### config.mk
export PLATFORM = sky130hd
export DESIGN_NAME = inverse_permute
export DESIGN_NICKNAME = d
export VERILOG_FILES = /design/src/rtl/inverse_permute.sv
export SDC_FILE = /design/constraint.sdc
export NUM_CORES = 1
export LEC_CHECK = 0
export ABC_AREA = 1
export BUFFER_PORTS_ARGS = -buffer_cell sky130_fd_sc_hd__buf_2
export CORE_MARGIN = 4
export CORE_UTILIZATION = 46
export DETAILED_ROUTE_END_ITERATION = 8
export PLACE_DENSITY_LB_ADDON = 0.3
export SKIP_CTS_REPAIR_TIMING = 1
export SYNTH_ARGS = -nofsm -noshare
export SYNTH_HDL_FRONTEND = slang
export SYNTH_SLANG_ARGS = --single-unit
export TNS_END_PERCENT = 20
### constraint.sdc
create_clock -name clk -period 1.2 [get_ports clk]
set_input_delay 0.12 -clock clk [delete_from_list [all_inputs] [get_ports clk]]
set_output_delay 0.12 -clock clk [all_outputs]
set_load 0.02 [all_outputs]
### src/rtl/inverse_permute.sv
// Keccak pi-step frame engine: streams 64 slices from a source memory, applies
// inverse pi (mode=0) or forward pi (mode=1), and writes them to a destination memory.

module inverse_permute_ctrl #(
  parameter int LINES  = 64,
  parameter int ADDR_W = 6
) (
  input  logic              clk,
  input  logic              rst,
  input  logic              start,
  input  logic              mode,
  output logic              busy,
  output logic              finish,
  output logic              rd_en,
  output logic [ADDR_W-1:0] rd_addr,
  output logic              wr_en,
  output logic [ADDR_W-1:0] wr_addr,
  output logic              mode_q
);

  typedef enum logic [1:0] {
    S_IDLE,
    S_RUN,
    S_DONE
  } state_t;

  localparam logic [ADDR_W-1:0] LAST_ADDR = ADDR_W'(LINES - 1);

  state_t            r_state;
  logic [ADDR_W:0]   r_cnt;      // next read index; MSB set once all LINES reads are issued
  logic              r_busy;
  logic              r_finish;
  logic              r_rd_en;
  logic [ADDR_W-1:0] r_rd_addr;
  logic              r_wr_en;    // doubles as the pending-write flag
  logic [ADDR_W-1:0] r_wr_addr;
  logic              r_mode;

  // NOTE: every register here updates with <= so all of them see pre-edge values;
  // a blocking assignment would let later statements observe the new value mid-block.
  always_ff @(posedge clk) begin
    if (rst) begin
      r_state   <= S_IDLE;
      r_cnt     <= '0;
      r_busy    <= 1'b0;
      r_finish  <= 1'b0;
      r_rd_en   <= 1'b0;
      r_rd_addr <= '0;
      r_wr_en   <= 1'b0;
      r_wr_addr <= '0;
      r_mode    <= 1'b0;
    end else begin
      case (r_state)
        S_IDLE: begin
          r_finish <= 1'b0;
          if (start) begin
            r_state   <= S_RUN;
            r_busy    <= 1'b1;
            r_mode    <= mode;
            r_rd_en   <= 1'b1;
            r_rd_addr <= '0;
            r_cnt     <= (ADDR_W + 1)'(1);
            r_wr_en   <= 1'b0;
          end
        end

        S_RUN: begin
          // The write trails the read by one cycle to match the memory's read latency.
          r_wr_en   <= r_rd_en;
          r_wr_addr <= r_rd_addr;
          if (!r_cnt[ADDR_W]) begin
            r_rd_en   <= 1'b1;
            r_rd_addr <= r_cnt[ADDR_W-1:0];
            r_cnt     <= r_cnt + 1'b1;
          end else begin
            r_rd_en <= 1'b0;
          end
          if (r_wr_en && (r_wr_addr == LAST_ADDR)) begin
            r_state  <= S_DONE;
            r_rd_en  <= 1'b0;
            r_wr_en  <= 1'b0;
            r_finish <= 1'b1;
          end
        end

        S_DONE: begin
          r_finish <= 1'b0;
          r_busy   <= 1'b0;
          r_state  <= S_IDLE;
        end

        default: r_state <= S_IDLE;
      endcase
    end
  end

  assign busy    = r_busy;
  assign finish  = r_finish;
  assign rd_en   = r_rd_en;
  assign rd_addr = r_rd_addr;
  assign wr_en   = r_wr_en;
  assign wr_addr = r_wr_addr;
  assign mode_q  = r_mode;

endmodule

// Pure bit routing of one 5x5 slice; bit index is 5*y + x.
module inverse_permute_route (
  input  logic        mode,
  input  logic [24:0] slice_in,
  output logic [24:0] slice_out
);

  logic [24:0] w_inv;
  logic [24:0] w_fwd;

  for (genvar gy = 0; gy < 5; gy++) begin : g_y
    for (genvar gx = 0; gx < 5; gx++) begin : g_x
      // inverse: out[x][y] = in[y][(2x+3y)%5]; forward: out[x][y] = in[(x+3y)%5][x]
      localparam int DST     = 5 * gy + gx;
      localparam int SRC_INV = 5 * ((2 * gx + 3 * gy) % 5) + gy;
      localparam int SRC_FWD = 5 * gx + ((gx + 3 * gy) % 5);
      assign w_inv[DST] = slice_in[SRC_INV];
      assign w_fwd[DST] = slice_in[SRC_FWD];
    end
  end

  assign slice_out = mode ? w_fwd : w_inv;

endmodule

module inverse_permute #(
  parameter int LINES   = 64,
  parameter int ADDR_W  = 6,
  parameter int SLICE_W = 25
) (
  input  logic               clk,
  input  logic               rst,
  input  logic               start,
  input  logic               mode,
  output logic               busy,
  output logic               finish,
  output logic               rd_en,
  output logic [ADDR_W-1:0]  rd_addr,
  input  logic [SLICE_W-1:0] rd_data,
  output logic               wr_en,
  output logic [ADDR_W-1:0]  wr_addr,
  output logic [SLICE_W-1:0] wr_data
);

  logic         w_mode;
  logic [24:0]  w_perm;

  inverse_permute_ctrl #(
    .LINES  (LINES),
    .ADDR_W (ADDR_W)
  ) u_ctrl (
    .clk     (clk),
    .rst     (rst),
    .start   (start),
    .mode    (mode),
    .busy    (busy),
    .finish  (finish),
    .rd_en   (rd_en),
    .rd_addr (rd_addr),
    .wr_en   (wr_en),
    .wr_addr (wr_addr),
    .mode_q  (w_mode)
  );

  inverse_permute_route u_route (
    .mode      (w_mode),
    .slice_in  (rd_data),
    .slice_out (w_perm)
  );

  // Gating keeps wr_data at 0 out of reset and whenever no write is pending.
  assign wr_data = wr_en ? w_perm : '0;

endmodule
# Yosys cells after proc, flatten, opt, wreduce, memory -nomap -nowiden
# Cells that the tools add are included.
dict set report op_classes {
  n_addsub 1
  n_eq_ne 6
  muxes 21
  reduce_logical 12
}
# cell n
set ops {}
lappend ops {{$mux 25} 2}
lappend ops {{$mux 7} 2}
lappend ops {{$pmux 7 s2} 1}
lappend ops {{$mux 6} 2}
lappend ops {{$pmux 6 s2} 1}
lappend ops {{$reduce_and 2->1} 5}
lappend ops {{$pmux 1 s2} 4}
lappend ops {{$add 7x1->7 const B} 1}
lappend ops {{$eq 6x6->1 const B} 1}
lappend ops {{$mux 1} 6}
lappend ops {{$reduce_bool 2->1} 3}
lappend ops {{$mux 2} 2}
lappend ops {{$ne 2x2->1 const B} 2}
lappend ops {{$pmux 2 s2} 1}
lappend ops {{$reduce_and 3->1} 1}
lappend ops {{$eq 2x1->1 const B} 1}
lappend ops {{$eq 2x2->1 const B} 1}
lappend ops {{$logic_not 2->1} 1}
lappend ops {{$ne 2x1->1 const B} 1}
lappend ops {{$reduce_or 2->1} 1}
lappend ops {{$logic_and 1x1->1} 1}
dict set report totals {
  regBits 26
  in_bits 29
  out_inout_bits 41
}

# Logic depth before layout (Yosys ltp)
# Gate-level depths: netlist of the first run.
dict set report logic_depth {
  ltp_word 4
  depth_mapped 8
}

# Modules after synthesis
# Synthesis of the first run repeated with hierarchy kept, for this count alone.
dict set report hier_totals {
  hier_cells 275
  hier_area_um2 1681.6
}
# module instances cells_each area_per_inst_um2
set modules_own_cells {}
lappend modules_own_cells {inverse_permute_ctrl 1 143 1073.5}
lappend modules_own_cells {inverse_permute_route 1 79 386.6}
lappend modules_own_cells {inverse_permute 1 53 221.5}

# Least setup slack after synthesis of the first run
# Ideal clock, no wire load.
dict set report synth_path {
  path_type {register -> output}
  startpoint {register u_ctrl.r_wr_en (netlist: u_ctrl.wr_en)}
  endpoint {output wr_data[15]}
  arrival_ps 1175
  setup_slack_ps -95
  stages_incl_launch_ff 4
  cell_sequence {dfxtp_1 -> buf_1 -> o21ai_0 -> nor2_1}
}
dict set report synth_via {
  elab_chain_len 1
}
# element line
set synth_lines {}
lappend synth_lines {{from (decl)} 35} ;# logic r_wr_en;
lappend synth_lines {{from (signal assigned)} 69} ;# r_wr_en <= r_rd_en;
lappend synth_lines {{$mux 25} 178} ;# assign wr_data = wr_en ? w_perm : '0;
lappend synth_lines {{to (decl)} 148} ;# output logic [SLICE_W-1:0] wr_data
# Every way passes these cells.

# Worst setup path in the final report of the first run
dict set report layout_path {
  startpoint {register u_ctrl.r_mode (netlist: u_ctrl.mode_q)}
  endpoint {output wr_data[1]}
}
dict set report layout_via {
  elab_chain_len 2
}
# element line
set layout_lines {}
lappend layout_lines {{from (decl)} 37} ;# logic r_mode;
lappend layout_lines {{from (signal assigned)} 59} ;# r_mode <= mode;
lappend layout_lines {{$mux 25} 128} ;# assign slice_out = mode ? w_fwd : w_inv;
lappend layout_lines {{$mux 25} 178}
# Every way passes these cells.

==> results of run 1 <==
## routing by layer
metal	track usage (%)	part of all wire [%]	vias up
li1	-	-	895
met1	23.7	44	794
met2	36.9	50	42
met3	3.99	5.2	4
met4	4.75	0.71	0
met5	0	0	-
## state kept, by name, indices dropped and copies added (netlist names)
name and count:
u_ctrl.busy 1, u_ctrl.wr_en 1, u_ctrl.rd_addr 6, u_ctrl.wr_addr 6, u_ctrl.rd_en 1, u_ctrl.r_cnt 7, u_ctrl.r_state 2, u_ctrl.mode_q 1
u_ctrl.finish 1
## how the worst max path moves through the flow
stage	from	to	slack (ns)
2_1_floorplan	u_ctrl.mode_q$_SDFFE_PP0P_	wr_data[4]	0.06
3_3_place_gp	u_ctrl.wr_en$_SDFFE_PP0P_	wr_data[17]	0.07
3_5_place_dp	u_ctrl.r_state[1]$_SDFFE_PP0P_	u_ctrl.rd_addr[5]$_SDFFE_PP0P_	0.04
4_1_cts	u_ctrl.wr_en$_SDFFE_PP0P_	wr_data[13]	-0.29
5_1_grt	u_ctrl.mode_q$_SDFFE_PP0P_	wr_data[1]	-0.26
6_report	u_ctrl.mode_q$_SDFFE_PP0P_	wr_data[1]	-0.19
## placed cells by master (no fill, tap or decap), drive strengths merged
cell / instances
a21oi: 11
a31oi: 1
buf: 80
bufinv: 1
clkbuf: 3
dfxtp: 26
ha: 1
inv: 10
nand2: 39
nand3: 10
nand3b: 5
nor2: 78
o21a: 1
o21ai: 38
## cells by family (layout without fill, tap and decap cells)
family	Yosys count	after routing	synth area share (%)
adder cells (fa/ha/maj)	1	1	0.854
flip-flops	26	26	35.5
AO/OA/AOI/OAI	51	51	17.7
AND/OR/NAND/NOR	132	132	39.3
buffers and inverters	21	94	6.66
## cell usage after synthesis (2+ instances only)
cell       n  area (µm²)
clkbuf_1   7        26.3
o21ai_0   35         175
o21ai_1    3        15.0
nand3b_1   5        37.5
nor2_4     2        22.5
a21oi_1   11        55.1
nor2_1    75         282
nand2_2    2        12.5
dfxtp_1   26         521
buf_6      2        22.5
inv_1      7        26.3
nand2_1   37         139
nand3_1    9        45.0
inv_2      3        11.3
## worst max-delay path, stage by stage, from the launching register on
cell,delay (ns)
dfxtp_4,0.41
buf_6,0.15
o21ai_0,0.09
nor2_1,0.13
buf_4,0.16
## power breakdown
part,internal (mW),switching (mW)
clock,0.338,0.272
sequential,0.917,0.0449
combinational,0.205,0.344
total,1.46,0.661
## cell type report
type | instances | area [µm²] | share of cell area [%]
inverters | 10 | 42.5 | 2.05
repair buffers | 80 | 474 | 22.8
clock inverters | 1 | 30.0 | 1.45
multi-input cells | 184 | 918 | 44.2
clock buffers | 3 | 22.5 | 1.08
flip-flops and latches | 26 | 533 | 25.7
well taps | 44 | 55.1 | 2.65
## stage by stage
stage               setup WS (ns)  hold WS (ns)  utilization, %
floorplan                  0.0577         0.275               -
global placement           0.0675         0.386            63.0
detailed placement         0.0370         0.394            63.0
CTS                        -0.294        0.0520            64.7
global route               -0.257        0.0925            68.0
finish                     -0.193        0.0544            68.0
==> metrics, run 1 <==
status=finished, violations left; failing checks=negative setup slack; Filler cells=296; CTS buffer count=3; ys async rst share=0%; Cell variety after synth=21; routed len/inst=12.5 µm; HP Class=input pin to flop; main flop type after synthesis=dfxtp_1; peak supply drop=0.000793 V; CP arrival=1.27 ns; layout cells sized above 1=40.1%; post-layout minimum cycle time=1.39 ns; hold path depth=3; Final Hold Viols=0; Least-Margin Pin Slew=0.418 ns; Core Area=3050 µm²; CP Max Fanout=11; Root Buffer=clkbuf_4; initial antenna violation count=0; Max transition margin=72.1%; Cell Area, Placed=1920 µm²; post-DR vias/cell=4.99; Critical Path Sink Type=primary output; drc violations=0; reg-to-reg endpoint=u_ctrl.r_cnt[4]$_SDFFE_PP0P_; number of I/O port buffers=69; register area share after synthesis=35.5%; clk_skew=0.0147 ns; highest clock rate=0.718 GHz; Setup TNS=-3.31 ns; I/O pin count=70; syn_area_per_cell=6.34 µm²; final setup violation count=25; total iterations of the first detailed-routing run=4; Final Non-Filler Cells=348; Synth Register Bits=26; Initial Util=48.0%; Mapped Area=1470 µm²; number of inserted diodes=0; HP Start=mode; Final Slew Violations=0; Pwr Total=2.12 mW; grt ovf=0; R2R cell count=5; worst reg2reg path startpoint=u_ctrl.r_state[1]$_SDFFE_PP0P_; final RePlAce weighted congestion=0.829; Pwr Density=1020 nW/µm²; die area=4150 µm²; vias in the first global route=1,582; maximum capacitance violations=0; Net Count, Synth=261; DRT iter0 DRCs=127; Longest Clk Path Bufs=2; worst hold endpoint=u_ctrl.mode_q$_SDFFE_PP0P_; fin nets=335; clock latency at the later pin of the worst-skew pair=0.33 ns; Reg2Reg Setup Slack=0.09 ns; CTS tree=built; DRT antenna net count=0; DR vias=1,735; routed wire length=4.36 mm; WS Path Type=flop to primary output; Startpoint Class=flop; largest net degree at the start of global routing=29; detailed placer's ending HPWL=3.08 mm; DIE HEIGHT=64.4 µm; all-layer global routing usage=20.0%; CTS Sinks=26; Leakage=1.00 nW; EDFF count, synth=0; area grow syn2layout=41.7%; Final WS setup=-0.193 ns; Placed Instances=342; final worst-path cycle share=116%; Chip Width=64.4 µm; row count=20; final instance area=2080 µm²; synth warn=0; htree depth=1; Clk pin slew, worst setup/hold paths=0.13 ns; required time of the critical path=1.08 ns; global-route wire length before repair=6.73 mm; Cells after Synth=231; RSZ-0062 raised after global routing=yes
Power figures use the tool's default switching activity.
==> run 2: changes to the inputs <==
==> constraint.sdc (replaced) <==
create_clock -name clk -period 1.5 [get_ports clk]
set_input_delay 0.15 -clock clk [delete_from_list [all_inputs] [get_ports clk]]
set_output_delay 0.15 -clock clk [all_outputs]
set_load 0.02 [all_outputs]
==> run 2 against run 1 <==
Net effect: the flow now finishes without violations; first-iteration DRC count fell by 46%; clock skew fell by 0.0078 ns; core utilization fell by 6.5 points; flip-flop and latch count did not move; global-route usage fell by 0.78 points; die area did not move; worst setup slack improved by 0.31 ns; register-to-register slack improved by 0.08 ns; via count fell by 3.9%; highest routed layer unchanged.
==> metrics, run 2 (synthesis gave the netlist of run 1 again) <==
status=finished clean (was finished, violations left); I/O pin count=70 (unchanged); drc violations=0 (unchanged); all-layer global routing usage=19.2% (was 20.0%); Reg area=526 µm² (was 533 µm²); fin nets=328 (was 335); initial antenna violation count=0 (unchanged); DIE HEIGHT=64.4 µm (unchanged); Initial Util=48.0% (unchanged); HP Class=input pin to flop (unchanged); clock latency at the later pin of the worst-skew pair=0.32 ns (was 0.33 ns); layout cells sized above 1=29.4% (was 40.1%); largest net degree at the start of global routing=26 (was 29); final setup violation count=0 (was 25); CTS Sinks=26 (unchanged); Core Area=3050 µm² (unchanged); Placed Instances=337 (was 342); Final Slew Violations=0 (unchanged); Startpoint Class=flop (unchanged); maximum capacitance violations=0 (unchanged); DR vias=1,667 (was 1,735); detailed placer's ending HPWL=2.96 mm (was 3.08 mm); number of I/O port buffers=69 (unchanged); DRT antenna net count=0 (unchanged); Hold WS=0.100 ns (was 0.0544 ns); Longest Clk Path Bufs=2 (unchanged); hold path depth=3 (unchanged); required time of the critical path=1.35 ns (was 1.08 ns); vias in the first global route=1,478 (was 1,582); CP arrival=1.24 ns (was 1.27 ns); post-DR vias/cell=4.90 (was 4.99); Final Non-Filler Cells=340 (was 348); total iterations of the first detailed-routing run=4 (unchanged); post-layout minimum cycle time=1.39 ns; Largest Register=u_ctrl.r_cnt (unchanged); CTS tree=built (unchanged); worst reg2reg path startpoint=u_ctrl.r_state[0]$_SDFFE_PP0P_ (was u_ctrl.r_state[1]$_SDFFE_PP0P_); number of inserted diodes=0 (unchanged); routed len/inst=11.4 µm (was 12.5 µm); Clk pin slew, worst setup/hold paths=0.14 ns (was 0.13 ns); Critical Path Sink Type=primary output (unchanged); HP Start=mode (unchanged); reg-to-reg endpoint=u_ctrl.rd_addr[4]$_SDFFE_PP0P_ (was u_ctrl.r_cnt[4]$_SDFFE_PP0P_); die area=4150 µm² (unchanged); Reg2Reg Setup Slack=0.17 ns (was 0.09 ns); commonest non-fill, non-tap cell in the layout=nor2_1 (was buf_2); global-route wire length before repair=6.54 mm (was 6.73 mm); WS Path Type=flop to primary output (unchanged); clk_skew=0.00685 ns (was 0.0147 ns); Chip Width=64.4 µm (unchanged); CP Max Fanout=13 (was 11); CTS buffer count=3 (unchanged); Max transition margin=73.8% (was 72.1%); DRT iter0 DRCs=69 (was 127); Leakage=0.953 nW (was 1.00 nW); final core occ=61.5% (was 68.0%); Least-Margin Pin Slew=0.393 ns (was 0.418 ns); number of flip-flops in the largest register=7 (unchanged); final worst-path cycle share=92.4%; Filler cells=307 (was 296); peak supply drop=0.000742 V (was 0.000793 V); routed wire length=3.86 mm (was 4.36 mm); area grow syn2layout=28.2% (was 41.7%); R2R cell count=7 (was 5); row count=20 (unchanged); Pwr Density=768 nW/µm² (was 1020 nW/µm²); htree depth=1 (unchanged); commonest cells after routing, fill and taps aside=nor2_1, buf_2, nand2_1 (was buf_2, nor2_1, nand2_1); Root Buffer=clkbuf_4 (unchanged); highest clock rate=0.721 GHz; final RePlAce weighted congestion=0.863 (was 0.829); worst hold endpoint=u_ctrl.mode_q$_SDFFE_PP0P_ (unchanged); grt ovf=0 (unchanged); footprint of the multi-input gates=847 µm² (was 918 µm²); Final Hold Viols=0 (unchanged)
## run 2: cell types whose count changed in the layout (fill, tap and decap cells not counted), moves of 2 or more
cell and change:
nand2_4 -2, o21ai_0 +22, nor2_1 +19, dfxtp_2 -3, o21ai_2 -3, buf_4 -15
dfxtp_1 +4, buf_6 -3, o21ai_1 -19, nor2_2 -19, buf_2 +11
## run 2: worst max-delay path, cell delays in order (launching register included)
cell and delay [ns]:
dfxtp_2 0.39, buf_4 0.17, o21ai_0 0.09, nor2_1 0.09
buf_2 0.17
## run 2: layer usage
layer / share of wire, % / up-vias / track usage (%)
li1: - / 879 / -
met1: 45 / 738 / 23.6
met2: 48 / 48 / 34.1
met3: 6.6 / 2 / 4.68
met4: 0.36 / 0 / 3.69
met5: 0 / - / 0
## run 2: how the worst max path moves through the flow
stage                                           endpoint  slack [ns]                            from
after CTS                                     wr_data[1]       0.008      u_ctrl.mode_q$_SDFFE_PP0P_
after global routing                          wr_data[5]      -0.002      u_ctrl.mode_q$_SDFFE_PP0P_
final                                         wr_data[1]        0.11      u_ctrl.mode_q$_SDFFE_PP0P_
after floorplan                              wr_data[15]        0.17       u_ctrl.wr_en$_SDFFE_PP0P_
after detailed placement  u_ctrl.rd_addr[4]$_SDFFE_PP0P_        0.19  u_ctrl.r_state[0]$_SDFFE_PP0P_
after global placement    u_ctrl.rd_addr[2]$_SDFFE_PP0P_        0.29  u_ctrl.r_state[0]$_SDFFE_PP0P_
## run 2: power by group
group          switching [mW]  internal (mW)  total, mW
Combinational           0.248          0.136      0.384
Clock                   0.197         0.0940      0.291
Sequential             0.0345          0.732      0.767
Total                   0.479          0.963       1.44
## run 2: area by class of cell
class | count | area share (%)
inverter | 10 | 2.13
multi-input combinational | 184 | 45.1
timing repair buffer | 73 | 20.7
tap | 44 | 2.93
sequential | 26 | 28.0
clock buffer | 3 | 1.20
## run 2: per-stage QoR
| stage | worst slack [ns] | area [µm²] | setup TNS, ns | total power [mW] |
|---|---|---|---|---|
| 2_1_floorplan | 0.175 | 1470 | 0 | 1.03 |
| 3_3_place_gp | 0.291 | 1850 | 0 | 1.16 |
| 3_5_place_dp | 0.191 | 1850 | 0 | 1.17 |
| 4_1_cts | 0.00831 | 1870 | 0 | 1.45 |
| 5_1_grt | -0.00164 | 1880 | -0.00164 | 1.54 |
| 6_report | 0.114 | 1880 | 0 | 1.44 |
==> run 3: changes to the inputs <==
--- a/config.mk
+++ b/config.mk
@@ -7,6 +7,7 @@
 export LEC_CHECK = 0
 export ABC_AREA = 1
 export BUFFER_PORTS_ARGS = -buffer_cell sky130_fd_sc_hd__buf_2
+export CORE_ASPECT_RATIO = 1.1
 export CORE_MARGIN = 4
 export CORE_UTILIZATION = 46
 export DETAILED_ROUTE_END_ITERATION = 8
==> run 3 against run 2 <==
Net effect: via count fell by 0.66%; clock skew rose by 0.0018 ns; critical path type unchanged; wire length fell by 1.3%; clock-buffer cell count did not move; largest cell class unchanged; register-to-register slack improved by 0.09 ns; cell count fell by 2.1%; sequential power barely moved; design area rose by 0.67%; fmax fell by 1.9%; worst setup slack got worse by 0.027 ns.
==> metrics, run 3 (synthesis gave the netlist of run 1 again) <==
final setup violation count=0 (unchanged); Max Used Layer=met4 (unchanged); area grow syn2layout=29.0% (was 28.2%); Final WS setup=0.0868 ns (was 0.114 ns); hold path depth=3 (unchanged); worst reg2reg path startpoint=u_ctrl.r_state[1]$_SDFFE_PP0P_ (was u_ctrl.r_state[0]$_SDFFE_PP0P_); Cell Area, Placed=1830 µm² (was 1850 µm²); Startpoint Class=flop (unchanged); wire length on met2=1.85 mm (was 1.87 mm); number of inserted diodes=0 (unchanged); wire length on met3=277 µm (was 254 µm); routed wire length=3.81 mm (was 3.86 mm); Setup TNS=0 ns (unchanged); required time of the critical path=1.35 ns (about the same); CTS Sinks=26 (unchanged); Least-Margin Pin Slew=0.413 ns (was 0.393 ns); Placed Instances=328 (was 337); Critical Path Sink Type=primary output (unchanged); Longest Clk Path Bufs=2 (unchanged); Chip Width=61.8 µm (was 64.4 µm); Filler cells=298 (was 307); RSZ-0062 raised after global routing=yes; total iterations of the first detailed-routing run=4 (unchanged); R2R cell count=5 (was 7); clk_skew=0.00863 ns (was 0.00685 ns); pre-CTS setup slack=0.243 ns (was 0.191 ns); final worst-path cycle share=94.2% (was 92.4%); status=finished clean (unchanged); CTS tree=built (unchanged); footprint of the multi-input gates=847 µm² (unchanged); DR vias=1,656 (was 1,667); global-route wire length before repair=5.81 mm (was 6.54 mm); largest net degree at the start of global routing=29 (was 26); post-DR vias/cell=4.97 (was 4.90); CP Cell Sequence=inv_4 -> nor2_1 -> nor2_1 -> buf_2 (was buf_4 -> o21ai_0 -> nor2_1 -> buf_2); die area=4150 µm² (about the same); Root Buffer=clkbuf_4 (unchanged); HP Start=mode (unchanged); routed len/inst=11.4 µm (about the same); highest clock rate=0.708 GHz (was 0.721 GHz); final RePlAce weighted congestion=0.842 (was 0.863); crit-path max cell delay=0.40 ns (was 0.39 ns); I/O pin count=70 (unchanged); slowest cell on the critical path=dfxtp_4 (was dfxtp_2); initial antenna violation count=0 (unchanged); CP Max Fanout=25 (was 13); CTS buffer count=3 (unchanged); WS Path Type=flop to primary output (unchanged); Leakage=0.968 nW (was 0.953 nW); reg-to-reg endpoint=u_ctrl.rd_addr[5]$_SDFFE_PP0P_ (was u_ctrl.rd_addr[4]$_SDFFE_PP0P_); vias in the first global route=1,366 (was 1,478); CP arrival=1.26 ns (was 1.24 ns); Hold WS=0.107 ns (was 0.100 ns); Worst path top cell family by delay=flip-flops (unchanged); clock latency at the later pin of the worst-skew pair=0.31 ns (was 0.32 ns); all-layer global routing usage=18.0% (was 19.2%); Final Non-Filler Cells=333 (was 340); HP Class=input pin to flop (unchanged); DRT antenna net count=0 (unchanged); peak supply drop=0.000770 V (was 0.000742 V); detailed placer's ending HPWL=2.91 mm (was 2.96 mm); Final Slew Violations=0 (unchanged); DIE HEIGHT=67.2 µm (was 64.4 µm); number of flip-flops in the largest register=7 (unchanged); number of I/O port buffers=69 (unchanged); commonest cells after routing, fill and taps aside=nor2_1, buf_2, nand2_1 (unchanged); row count=21 (was 20); grt ovf=0 (unchanged); Pwr Total=1.44 mW (about the same); DRT iter0 DRCs=93 (was 69); Final Hold Viols=0 (unchanged); drc violations=0 (unchanged); Pwr Density=762 nW/µm² (was 768 nW/µm²); layout cells sized above 1=29.8% (was 29.4%); commonest non-fill, non-tap cell in the layout=nor2_1 (unchanged); post-layout minimum cycle time=1.41 ns (was 1.39 ns); Core Area=3050 µm² (about the same); final instance area=1890 µm² (was 1880 µm²); htree depth=1 (unchanged); Reg2Reg Setup Slack=0.26 ns (was 0.17 ns); most frequent CP cell=nor2_1; Clk pin slew, worst setup/hold paths=0.12 ns (was 0.14 ns); WP buf/inv=2 (unchanged); Initial Util=48.1% (was 48.0%); final core occ=62.0% (was 61.5%); Largest Register=u_ctrl.r_cnt (unchanged); maximum capacitance violations=0 (unchanged); Max transition margin=72.4% (was 73.8%); worst hold endpoint=u_ctrl.mode_q$_SDFFE_PP0P_ (unchanged); met1 WL=1.67 mm (was 1.72 mm); fin nets=331 (was 328); Reg area=524 µm² (was 526 µm²)
-- run 3: cell types whose count changed in the layout (fill, tap and decap cells not counted), sizes merged --
cell	change
buf	+3
-- run 3: how the worst max path moves through the flow --
stage	from	endpoint	slack, ns	cells past startpoint
floorplan	u_ctrl.wr_en$_SDFFE_PP0P_	wr_data[15]	0.17	3
CTS	u_ctrl.mode_q$_SDFFE_PP0P_	wr_data[7]	-0.12	4
global placement	u_ctrl.mode_q$_SDFFE_PP0P_	wr_data[4]	0.24	4
detailed placement	u_ctrl.mode_q$_SDFFE_PP0P_	wr_data[7]	0.24	4
finish	u_ctrl.mode_q$_SDFFE_PP0P_	wr_data[3]	0.09	4
global route	u_ctrl.mode_q$_SDFFE_PP0P_	wr_data[4]	-0.01	4
-- run 3: worst min-delay path: cells and delay by family --
kind | cells | cell delay [ns]
buffers and inverters | 1 | 0.07
AO/OA/AOI/OAI | 2 | 0.16
-- run 3: where the power goes --
| group | switching (mW) | internal [mW] | leakage, nW |
|---|---|---|---|
| clock network | 0.188 | 0.0939 | 0.0138 |
| logic | 0.247 | 0.145 | 0.740 |
| registers | 0.0340 | 0.732 | 0.214 |
-- run 3: final cells by class --
type / instances / area share [%]
well taps: 34 / 2.25
flip-flops and latches: 26 / 27.7
inverters: 10 / 2.12
multi-input cells: 184 / 44.8
clock buffers: 3 / 1.19
repair buffers: 76 / 21.9
-- run 3: metal layers --
layer | global-route usage (%) | up-vias
li1 | - | 884
met1 | 22.0 | 718
met2 | 31.9 | 52
met3 | 4.02 | 2
met4 | 3.18 | 0
met5 | 0 | -
